File: src/rtl/pool_row_pair_buffer_pkg.sv
// Shared constants for the layer-1 pool stage interface.
// The cs codes here are the ones the 2x2 max-pool stage decodes.
package pool_row_pair_buffer_pkg;

    // Pool-stage state codes
    localparam logic [3:0] CS_POOL_IDLE = 4'd0;
    localparam logic [3:0] CS_SPOOL_1   = 4'd1;

    // Number of pooled output rows for a frame of the given height
    function automatic int pooled_rows(input int rows);
        return rows / 2;
    endfunction

endpackage

File: src/rtl/pool_row_pair_buffer_row_reg.sv
// pool_row_reg: one conv row held pixel by pixel, loaded only when load is high.
module pool_row_reg #(
    parameter int DATA_W  = 16,
    parameter int ROW_PIX = 28
) (
    input  logic                        clk,
    input  logic                        rst,
    input  logic                        load,
    input  logic [ROW_PIX*DATA_W-1:0]   d,
    output logic [ROW_PIX*DATA_W-1:0]   q
);

    genvar gi;
    generate
        for (gi = 0; gi < ROW_PIX; gi++) begin : g_pix
            logic [DATA_W-1:0] pix_reg;

            // Capture this pixel on a load, otherwise hold
            always_ff @(posedge clk or posedge rst) begin
                if (rst) begin
                    pix_reg <= '0;
                end else if (load) begin
                    pix_reg <= d[gi*DATA_W +: DATA_W];
                end
            end

            assign q[gi*DATA_W +: DATA_W] = pix_reg;
        end
    endgenerate

endmodule

File: src/rtl/pool_row_pair_buffer.sv
// pool_row_pair_buffer: collects an even/odd conv row pair and presents it to
// the 2x2 max-pool stage, with max_en and res_valid aligned to the pool pipeline.
module pool_row_pair_buffer
    import pool_row_pair_buffer_pkg::*;
#(
    parameter int DATA_W   = 16,
    parameter int ROW_PIX  = 28,
    parameter int ROWS     = 28,
    parameter int POOL_LAT = 1
) (
    input  logic                          clk,
    input  logic                          rst,
    input  logic                          start,
    input  logic                          row_valid,
    output logic                          row_ready,
    input  logic [ROW_PIX*DATA_W-1:0]     row_data,
    output logic [2*ROW_PIX*DATA_W-1:0]   fm_out,
    output logic [3:0]                    cs,
    output logic [ROW_PIX/2-1:0]          max_en,
    output logic                          res_valid,
    output logic [$clog2(ROWS/2)-1:0]     res_row,
    output logic                          busy,
    output logic                          frame_done
);

    localparam int PAIRS   = pooled_rows(ROWS);
    localparam int CNT_W   = $clog2(ROWS/2);
    localparam int DRAIN_W = $clog2(POOL_LAT + 2);
    localparam logic [CNT_W-1:0]   LAST_PAIR  = CNT_W'(PAIRS - 1);
    localparam logic [DRAIN_W-1:0] DRAIN_LAST = DRAIN_W'(POOL_LAT);

    typedef enum logic [2:0] {
        S_IDLE      = 3'd0,
        S_FILL_EVEN = 3'd1,
        S_FILL_ODD  = 3'd2,
        S_ISSUE     = 3'd3,
        S_DRAIN     = 3'd4,
        S_DONE      = 3'd5
    } state_t;

    state_t               state_reg;
    logic [CNT_W-1:0]     pair_cnt_reg;
    logic [DRAIN_W-1:0]   drain_cnt_reg;
    logic [3:0]           cs_reg;
    logic [CNT_W-1:0]     res_row_reg;
    logic                 frame_done_reg;
    logic                 issue_dly_reg [0:POOL_LAT];

    logic                 xfer;
    logic                 load_even;
    logic                 load_odd;
    logic [ROW_PIX*DATA_W-1:0] even_q;
    logic [ROW_PIX*DATA_W-1:0] odd_q;

    assign row_ready = (state_reg == S_FILL_EVEN) || (state_reg == S_FILL_ODD);
    assign busy      = (state_reg != S_IDLE);
    assign xfer      = row_valid && row_ready;
    assign load_even = xfer && (state_reg == S_FILL_EVEN);
    assign load_odd  = xfer && (state_reg == S_FILL_ODD);

    pool_row_reg #(
        .DATA_W  (DATA_W),
        .ROW_PIX (ROW_PIX)
    ) u_even_row (
        .clk  (clk),
        .rst  (rst),
        .load (load_even),
        .d    (row_data),
        .q    (even_q)
    );

    pool_row_reg #(
        .DATA_W  (DATA_W),
        .ROW_PIX (ROW_PIX)
    ) u_odd_row (
        .clk  (clk),
        .rst  (rst),
        .load (load_odd),
        .d    (row_data),
        .q    (odd_q)
    );

    // Frame sequencing: fill pair, issue one cycle, drain the pool pipeline
    always_ff @(posedge clk or posedge rst) begin
        if (rst) begin
            state_reg      <= S_IDLE;
            pair_cnt_reg   <= '0;
            drain_cnt_reg  <= '0;
            cs_reg         <= CS_POOL_IDLE;
            res_row_reg    <= '0;
            frame_done_reg <= 1'b0;
        end else begin
            cs_reg         <= CS_POOL_IDLE;
            frame_done_reg <= 1'b0;
            case (state_reg)
                S_IDLE: begin
                    if (start) begin
                        pair_cnt_reg <= '0;
                        state_reg    <= S_FILL_EVEN;
                    end
                end
                S_FILL_EVEN: begin
                    if (xfer) begin
                        state_reg <= S_FILL_ODD;
                    end
                end
                S_FILL_ODD: begin
                    if (xfer) begin
                        state_reg <= S_ISSUE;
                        cs_reg    <= CS_SPOOL_1;
                    end
                end
                S_ISSUE: begin
                    state_reg     <= S_DRAIN;
                    drain_cnt_reg <= '0;
                    res_row_reg   <= pair_cnt_reg;
                end
                S_DRAIN: begin
                    if (drain_cnt_reg == DRAIN_LAST) begin
                        if (pair_cnt_reg == LAST_PAIR) begin
                            state_reg      <= S_DONE;
                            frame_done_reg <= 1'b1;
                        end else begin
                            pair_cnt_reg <= pair_cnt_reg + 1'b1;
                            state_reg    <= S_FILL_EVEN;
                        end
                    end else begin
                        drain_cnt_reg <= drain_cnt_reg + 1'b1;
                    end
                end
                S_DONE: begin
                    state_reg <= S_IDLE;
                end
                default: begin
                    state_reg <= S_IDLE;
                end
            endcase
        end
    end

    // Head of the alignment line: marks the cycle after ISSUE
    always_ff @(posedge clk or posedge rst) begin
        if (rst) begin
            issue_dly_reg[0] <= 1'b0;
        end else begin
            issue_dly_reg[0] <= (state_reg == S_ISSUE);
        end
    end

    genvar gi;
    generate
        for (gi = 1; gi <= POOL_LAT; gi++) begin : g_dly
            // Track the pool unit's internal latency
            always_ff @(posedge clk or posedge rst) begin
                if (rst) begin
                    issue_dly_reg[gi] <= 1'b0;
                end else begin
                    issue_dly_reg[gi] <= issue_dly_reg[gi-1];
                end
            end
        end
    endgenerate

    assign fm_out     = {odd_q, even_q};
    assign cs         = cs_reg;
    assign max_en     = {(ROW_PIX/2){issue_dly_reg[0]}};
    assign res_valid  = issue_dly_reg[POOL_LAT];
    assign res_row    = res_row_reg;
    assign frame_done = frame_done_reg;

endmodule

File: config.mk
export PLATFORM = sky130hd
export DESIGN_NAME = pool_row_pair_buffer
export DESIGN_NICKNAME = d
export VERILOG_FILES = /design/src/rtl/pool_row_pair_buffer_pkg.sv /design/src/rtl/pool_row_pair_buffer_row_reg.sv /design/src/rtl/pool_row_pair_buffer.sv
export SDC_FILE = /design/constraint.sdc
export NUM_CORES = 1
export LEC_CHECK = 0
export BUFFER_PORTS_ARGS = -buffer_cell sky130_fd_sc_hd__buf_4
export CORE_AREA = 2 2 541 543
export DETAILED_ROUTE_END_ITERATION = 16
export DIE_AREA = 0 0 543 545
export PLACE_DENSITY = 0.35
export SLEW_MARGIN = 30
export SYNTH_ARGS = -nofsm -noshare
export SYNTH_HDL_FRONTEND = slang
export SYNTH_SLANG_ARGS = --single-unit
File: constraint.sdc
create_clock -name clk -period 28.1 [get_ports clk]
set_input_delay 4.215 -clock clk [delete_from_list [all_inputs] [get_ports clk]]
set_output_delay 4.215 -clock clk [all_outputs]
set_load 0.01 [all_outputs]
==> results.toml <==
[placed_design]
dpl.hpwl_mm = 160
place_congestion = 0.789
numPortBuffers = 1370

[routing]
firstDrtPassIters = 4
drtAntennaViolNets = 0
vias = 23500
drt_iter0_markers = 908
wl_mm = 193
drc_errors = 0
wl_per_cell_um = 26.0
vias_per_cell = 3.17

[synthesis]
ys.flop_type = "dfrtp_1"
synth_edf_count = 0
ys_warn_count = 0
synth_cell_types = 39
async_reset_ff_share_pct = 100
syn_inst = 1997
ys_seq_elements = 913
avgSynthCellArea_sq_um = 17.4
yosysSeqAreaShare_pct = 65.9
syn-cell-area_sq_um = 34700

[timing]
clock.fmax_mhz = 125
worst_pin_slew_ns = 1.08
rsz0062_at_grt = "no"
post-route-min-period_ns = 7.99
period_share_pct = 28.4
hold_viol_final = 0
hold-worst-slack_ns = 0.485
fin_tns_setup_ns = 0
finClkSkew_ns = 0.0486
finalSetupViolCount = 0
final_max_slew_viol_count = 0
slew-limit-headroom_pct = 28.3

[setup_path]
endpoint_kind = "flip-flop"
rr_endpoint = "u_odd_row.g_pix[0].pix_reg[1]"
worstPathArrival_ns = 8.68
reg2regPathDepth = 7
critPathLaunchType = "input pin"
crit_fanout = 60
required_ns = 28.79
path_class = "in -> reg"
r2r_slack_ns = 22.79
reg2reg_from = "state_reg[2]"

[flow_run]
cap_violations = 0

[global_routing]
grt-ovfl-total = 0
first_global_vias = 24700
grt_max_degree = 151
grtUsageTotal_pct = 12.5
grt_pass1_wl_mm = 249
antenna_found_initial = 182

[cts]
clock_sinks = 913
clkLatencyLatePin_ns = 0.84
cts_max_level = 3
cts_tree = "done"
cts-root-buf = "clkbuf_16"
cts_made_buffers = 117
clk_path_buf_depth = 4
clk_pin_slew_worst_paths_ns = 0.06
postCtsSetupBuffers = 0
hold_buffers = 0
ctsResizeCount = 0

[min_path]
whs_endpoint = "u_odd_row.g_pix[7].pix_reg[13]"
holdCritStartpoint = "u_odd_row.g_pix[7].pix_reg[13]"
hold-path-cell-count = 1
hp-class = "reg -> reg"

[cells_and_area]
fillers = 31700
ff_latch_area_sq_um = 22800
syn2layout_area_growth_pct = 52.5
multiInputGateArea_sq_um = 10600
num-nets-final = 3855
drive_gt1_share_pct = 59.6

[power_and_ir_drop]
p_leak_nw = 23.4
peakVddDrop_uv = 62.2
p_per_area_nw_per_um2 = 125

[floorplanning]
initial_utilization_pct = 11.9
die_area_sq_um = 296000
ios = 1374
fp-row-count = 198
core-area_sq_um = 290000
dieHeight_um = 545
die_x_um = 543

[outcome]
outcome = "finished clean"
## placed cells by master, fill, tap and decap left out, types with 4 or more instances in the layout
cell type,instances
inv_1,4
clkinv_2,18
nand2_1,7
diode_2,41
buf_6,5
clkbuf_8,31
mux2_2,485
clkbuf_1,22
bufinv_16,8
buf_4,1394
dfrtp_1,913
nor2_1,4
clkbuf_16,118
mux2_1,413
## area by class of cell
| class | count | area share [%] |
|---|---|---|
| Timing Repair Buffer | 1402 | 20.0 |
| Sequential cell | 913 | 43.2 |
| Multi-Input combinational cell | 961 | 20.0 |
| Clock buffer | 171 | 6.55 |
| Antenna cell | 41 | 0.194 |
| Inverter | 5 | 0.0426 |
| Tap cell | 3900 | 9.23 |
| Clock inverter | 32 | 0.755 |
## logic make-up (layout without fill, tap and decap cells)
family                   count (synthesis)  count (layout)  synth area share, %
AO/OA/AOI/OAI                           14              14                0.285
other                                    1              44               0.0108
AND/OR/NAND/NOR                         43              43                0.845
multiplexers                           898             898                 29.2
adder cells (fa/ha/maj)                  3               3                0.108
buffers and inverters                  125            1610                 3.67
flip-flops                             913             913                 65.9
## worst max-delay path, stage by stage
cell and delay [ns]:
buf_4 0.10, nand2b_2 0.15, nor2_8 0.60, buf_4 0.61, buf_4 0.69, buf_4 0.72
buf_4 0.87, mux2_2 0.41
## cell usage after synthesis, types with 4 or more instances
library cell,count,share of area [%]
nor2_1,4,0.043
mux2_1,413,13
buf_6,87,2.8
dfrtp_1,913,66
buf_4,21,0.45
buf_12,4,0.23
nand2_1,7,0.076
clkbuf_1,4,0.043
buf_2,4,0.058
inv_1,5,0.054
mux2_2,485,16
## stage by stage
| step | total power [mW] | instances | util (%) | instance area (sq um) | setup WS, ns |
|---|---|---|---|---|---|
| 2_1_floorplan | 3.47 | 1999 | - | 34700 | 11.32 |
| 3_3_place_gp | 5.14 | 7180 | 16.8 | 48800 | 19.17 |
| 3_5_place_dp | 5.16 | 7180 | 16.8 | 48800 | 19.19 |
| 4_1_cts | 6.75 | 7383 | 18.2 | 52700 | 20.11 |
| 5_1_grt | 6.97 | 7385 | 18.2 | 52800 | 19.89 |
| 6_report | 6.59 | 7425 | 18.2 | 52900 | 20.11 |
## routing by layer
| metal | up-vias | global-route usage [%] | share of wire (%) |
|---|---|---|---|
| li1 | 9958 | - | - |
| met1 | 11900 | 13.4 | 36 |
| met2 | 1217 | 20.3 | 46 |
| met3 | 377 | 8.75 | 15 |
| met4 | 118 | 2.35 | 2.0 |
| met5 | - | 0 | 0.40 |
## worst max path at each step
stage | slack [ns] | startpoint | to
global route | 19.89 | row_valid | u_odd_row.g_pix[0].pix_reg[1]
detailed placement | 19.19 | row_valid | u_odd_row.g_pix[0].pix_reg[1]
floorplan | 11.32 | rst | cs[0]
finish | 20.11 | row_valid | u_odd_row.g_pix[0].pix_reg[1]
CTS | 20.11 | row_valid | u_odd_row.g_pix[0].pix_reg[1]
global placement | 19.17 | row_valid | u_odd_row.g_pix[0].pix_reg[1]
## report_power, final
group	switching [mW]	internal [mW]	total, mW
clock network	0.617	0.918	1.54
registers	0.395	1.98	2.38
logic	1.28	1.39	2.67
No activity file was read; power rests on OpenSTA's default activity.
